`src/rtl/fetch_controller.sv`:
```
// rtl/fetch_controller.sv - fetch-stage sequencer: PC, stalls, redirects, halt drain
//
// Purpose: owns the program counter feeding instruction_memory, applies hazard
// stalls and branch redirects, drives IF/ID write-enable/flush, and parks the
// core after a HALT instruction has drained through the pipeline.
//
// Ports:
//   clk            in   1   system clock, rising edge
//   reset          in   1   synchronous, active-high
//   hz_stall       in   1   hazard unit requests IF hold
//   br_taken       in   1   taken branch/jump resolved this cycle
//   br_target      in   16  redirect address (LSB forced to 0)
//   if_instruction in   16  instruction at if_from_pc
//   if_from_pc     out  16  registered PC
//   ifid_we        out  1   IF/ID captures {pc+2, if_instruction}
//   ifid_flush     out  1   IF/ID loads a bubble; overrides ifid_we
//   halted         out  1   core is parked
//   fetch_count    out  16  accepted fetches, saturating
module fetch_controller #(
   parameter logic [15:0] RESET_PC     = 16'h0000,
   parameter logic [3:0]  HALT_OPCODE  = 4'hF,
   parameter int          DRAIN_CYCLES = 4
) (
   input  logic        clk,
   input  logic        reset,
   input  logic        hz_stall,
   input  logic        br_taken,
   input  logic [15:0] br_target,
   input  logic [15:0] if_instruction,
   output logic [15:0] if_from_pc,
   output logic        ifid_we,
   output logic        ifid_flush,
   output logic        halted,
   output logic [15:0] fetch_count
);

   typedef enum logic [1:0] {
      BOOT  = 2'd0,
      RUN   = 2'd1,
      DRAIN = 2'd2,
      HALT  = 2'd3
   } state_t;

   state_t      state, state_next;
   logic [15:0] pc_next;
   logic [3:0]  drain_cnt, drain_next;
   logic        halted_next;
   logic        accept;

   always_ff @(posedge clk) begin
      if (reset) begin
         state       <= BOOT;
         if_from_pc  <= RESET_PC;
         halted      <= 1'b0;
         fetch_count <= 16'h0000;
         drain_cnt   <= 4'd0;
      end else begin
         state      <= state_next;
         if_from_pc <= pc_next;
         halted     <= halted_next;
         drain_cnt  <= drain_next;
         if (accept && fetch_count != 16'hFFFF)
            fetch_count <= fetch_count + 16'd1;
      end
   end

   assign accept = ifid_we && !ifid_flush;

   always_comb begin
      state_next  = state;
      pc_next     = if_from_pc;
      drain_next  = drain_cnt;
      halted_next = halted;
      ifid_we     = 1'b0;
      ifid_flush  = 1'b0;

      case (state)
         BOOT: begin
            ifid_flush = 1'b1;
            state_next = RUN;
         end

         RUN: begin
            if (br_taken) begin
               pc_next    = {br_target[15:1], 1'b0};
               ifid_flush = 1'b1;
            end else if (!hz_stall) begin
               ifid_we = 1'b1;
               if (if_instruction[15:12] == HALT_OPCODE) begin
                  // PC stays on the halt so nothing younger is fetched.
                  drain_next = 4'(DRAIN_CYCLES);
                  state_next = DRAIN;
               end else begin
                  pc_next = if_from_pc + 16'd2;
               end
            end
         end

         DRAIN: begin
            if (br_taken) begin
               // An older branch resolved behind the halt: cancel the halt.
               pc_next    = {br_target[15:1], 1'b0};
               ifid_flush = 1'b1;
               drain_next = 4'd0;
               state_next = RUN;
            end else if (!hz_stall) begin
               // Bubbles only once IF/ID is free to advance past the halt.
               ifid_flush = 1'b1;
               drain_next = drain_cnt - 4'd1;
               if (drain_cnt == 4'd1) begin
                  state_next  = HALT;
                  halted_next = 1'b1;
               end
            end
         end

         HALT: begin
            ifid_flush = 1'b1;
         end

         default: begin
            state_next = BOOT;
         end
      endcase
   end

endmodule

```
`config.mk`:
```
export PLATFORM = sky130hd
export DESIGN_NAME = fetch_controller
export DESIGN_NICKNAME = d
export VERILOG_FILES = /design/src/rtl/fetch_controller.sv
export SDC_FILE = /design/constraint.sdc
export NUM_CORES = 1
export LEC_CHECK = 0
export BUFFER_PORTS_ARGS = -buffer_cell sky130_fd_sc_hd__buf_2
export CAP_MARGIN = 25
export CELL_PAD_IN_SITES_DETAIL_PLACEMENT = 0
export CELL_PAD_IN_SITES_GLOBAL_PLACEMENT = 1
export CORE_MARGIN = 4
export CORE_UTILIZATION = 30
export DETAILED_ROUTE_END_ITERATION = 10
export PLACE_DENSITY = 0.75
export SLEW_MARGIN = 10
export SYNTH_ARGS = -nofsm -noshare
export SYNTH_HDL_FRONTEND = slang
export SYNTH_SLANG_ARGS = --single-unit
export TNS_END_PERCENT = 1
```
`constraint.sdc`:
```
create_clock -name clk -period 2 [get_ports clk]
set_input_delay 0.1 -clock clk [delete_from_list [all_inputs] [get_ports clk]]
set_output_delay 0.1 -clock clk [all_outputs]
set_load 0.01 [all_outputs]
```
==> metrics.txt <==
Lkg Pwr=1.22 nW; clk buf depth=2; CTS tree=yes; worst hold endpoint=if_from_pc[1]$_SDFFE_PP0P_; Clock Sinks=38; commonest non-fill, non-tap cells in the layout=56 x buf_2, 37 x dfxtp_1, 27 x buf_4; Worst setup SP type=flop; RSZ-0062 raised after global routing=yes; Ys Warns=0; worst reg-to-reg path cell count=6; reg-to-reg slack, setup=0.08 ns; Mean Syn Cell Area=7.97 sq um; fraction of registers with async set/reset=0; Initial Utilization=0.310; NumNets Final=417; Final ANT Viol Nets=0; initial antenna violation count=0; Worst Min Path Start=br_target[1]; simple-gate area share of the yosys netlist=0.306; n_diodes=0; vias=2488; PortBufs=56; HPWL Detailed=4840 um; vias per cell=5.23; xor-xnor portion of the synthesized cell area=0; worst reg2reg path startpoint=state[0]$_SDFFE_PP0P_; Netlist cell types=58; CTS H-tree lvls=2; global-route wire length before repair=10900 um; hold buffer count at cts=0; Clock Pin Slew Worst Setup and Hold Paths=0.08 ns; measured slew at the worst slew-check pin=0.701 ns; die area=9470 sq um; P&R area growth vs syn=27.3%; die width=97.3 um; Setup Crit Path Kind=reg2reg; First-pass DRT Iterations=4; Seq cells post-synth=38; Primary FF master, synth=dfxtp_1; fin. max-slew vios=0; cell count after synthesis=300; Final Wtd Congestion=0.794; Data arrival, critical path=2.13 ns; Final Hold Fails=0; status=complete, no violations; min Tclk post-route=1.92 ns; share of cells above drive strength 1=0.291; reg2reg end=drain_cnt[3]$_SDFFE_PP0P_; Hold WC Path Type=in2reg; Synth Area in Compound Gates=0.230; Fillers=807; syn nets=344; Skew-Pair Late Insertion Delay=0.29 ns; combinational family with the most area after synthesis=simple AND/OR/NAND/NOR gates; cell area power density=788 nW/um^2; synthesized area=2390 sq um; required time of the critical path=2.21 ns; Routed WL per cell=13.7 um; Seq/Total Area, Yosys=0.318; max-cap violation count=0; Rows=32; Peak Freq=0.521 GHz; Routed Wire Length=6510 um; commonest non-fill, non-tap cell in the layout=buf_2; Final Util=0.394; DRC Markers=0; adder-cell area share of the yosys netlist=0.0418; vias in the first global route=2341; fin crit share=0.960; Max IR drop VDD=0.000497 V; Setup Viol. Count Final=0; Die H=97.3 um; worst rel slew slack=0.533; CP Max Fanout=8; largest net degree at the start of global routing=41; CP Launch Point=state[0]$_SDFFE_PP0P_; EDFF count, synth=0; CTS Buf Count=5; Ports=71; grt ovf=0; cell count of the worst hold path=3; mux cell area share after synthesis=0.0502; total power=2.40 mW; initial DRC count=109; Root Driver=clkbuf_8; Worst Setup End Kind=flop; GRT Resource Usage Total=0.134; clock skew=0.00900 ns; core box area=7730 sq um
how the worst max path moves through the flow:
stage                                  end  slack, ns  cells past startpoint
6_report         drain_cnt[3]$_SDFFE_PP0P_       0.08                      6
5_1_grt        fetch_count[9]$_SDFFE_PP0P_      -0.02                      7
4_1_cts              state[1]$_SDFFE_PP0P_      0.003                      7
3_5_place_dp   if_from_pc[13]$_SDFFE_PP0P_      -0.04                      6
3_3_place_gp   if_from_pc[13]$_SDFFE_PP0P_      0.007                      6
2_1_floorplan  fetch_count[3]$_SDFFE_PP0P_      0.002                      8
worst max-delay path, stage by stage (launching register included):
cell	delay [ns]
dfxtp_1	0.36
inv_1	0.07
ha_2	0.24
and3b_1	0.19
o32a_1	0.35
or4b_1	0.48
a21oi_1	0.16
repair_timing:
item	4_1_cts	5_1_grt
setup buffers	0	0
endpoints found under the setup margin	1	14
resized for setup	2	4
logic make-up (layout without fill, tap and decap cells):
kind of cell | Yosys count | after routing
flip-flops | 38 | 38
other | 1 | 1
buffers and inverters | 31 | 105
adder cells (fa/ha/maj) | 8 | 8
AO/OA/AOI/OAI | 80 | 80
multiplexers | 11 | 11
AND/OR/NAND/NOR | 131 | 131
synthesized netlist by cell type (3+ instances only):
master	number	area share
nand2_1	26	0.041
nand2b_1	5	0.013
or4b_1	3	0.013
or3_1	5	0.013
o21ai_0	14	0.029
inv_1	14	0.022
nor2b_1	7	0.018
mux2i_1	3	0.013
ha_1	8	0.042
nor2_1	26	0.041
nor3_1	4	0.0084
o31a_1	7	0.026
o32ai_1	5	0.018
and2_1	3	0.0078
nor4_1	5	0.013
a21oi_1	20	0.042
mux2_1	4	0.019
nand3_1	10	0.021
a31oi_1	5	0.013
mux2_2	4	0.019
a211oi_1	5	0.016
and3_1	5	0.013
dfxtp_1	38	0.32
nand4_1	8	0.021
or4_1	8	0.025
clkbuf_1	12	0.019
o41ai_1	4	0.015
o31ai_1	4	0.013
sequential cells by signal, summed over array words and instances, names as in the netlist:
| register | count |
|---|---|
| drain_cnt | 4 |
| halted | 1 |
| fetch_count | 16 |
| state | 2 |
| if_from_pc | 15 |
layer usage:
metal,part of all wire,track usage,up-vias
met4,0.014,0.0437,0
met2,0.47,0.217,41
met3,0.032,0.0258,6
met1,0.48,0.179,1174
met5,0,0,-
li1,-,-,1267
per-stage QoR:
step	cells	TNS [ns]	hold WS, ns	setup slack [ns]	instance area (sq um)
final	476	0	0.0695	0.0797	3050
after global routing	476	-0.0471	0.0798	-0.0184	3050
after CTS	476	0	0.0686	0.00331	3030
after detailed placement	468	-0.0380	0.384	-0.0380	2930
after global placement	468	0	0.383	0.00748	2930
after floorplan	300	0	0.251	0.00202	2390
where the power goes:
group / switching (mW) / internal (mW) / total [mW]
Sequential: 0.0975 / 0.841 / 0.939
Combinational: 0.469 / 0.423 / 0.892
Clock: 0.290 / 0.278 / 0.568
Total: 0.857 / 1.54 / 2.40
layout make-up:
| type | count | area, sq um | share of cell area |
|---|---|---|---|
| multi-input cells | 231 | 1530 | 0.501 |
| inverters | 14 | 52.6 | 0.0173 |
| flip-flops and latches | 38 | 762 | 0.250 |
| repair buffers | 83 | 483 | 0.159 |
| clock buffers | 6 | 82.6 | 0.0271 |
| clock inverters | 2 | 12.5 | 0.00411 |
| well taps | 102 | 128 | 0.0419 |
Note: power is estimated with default switching activity, not from simulation.
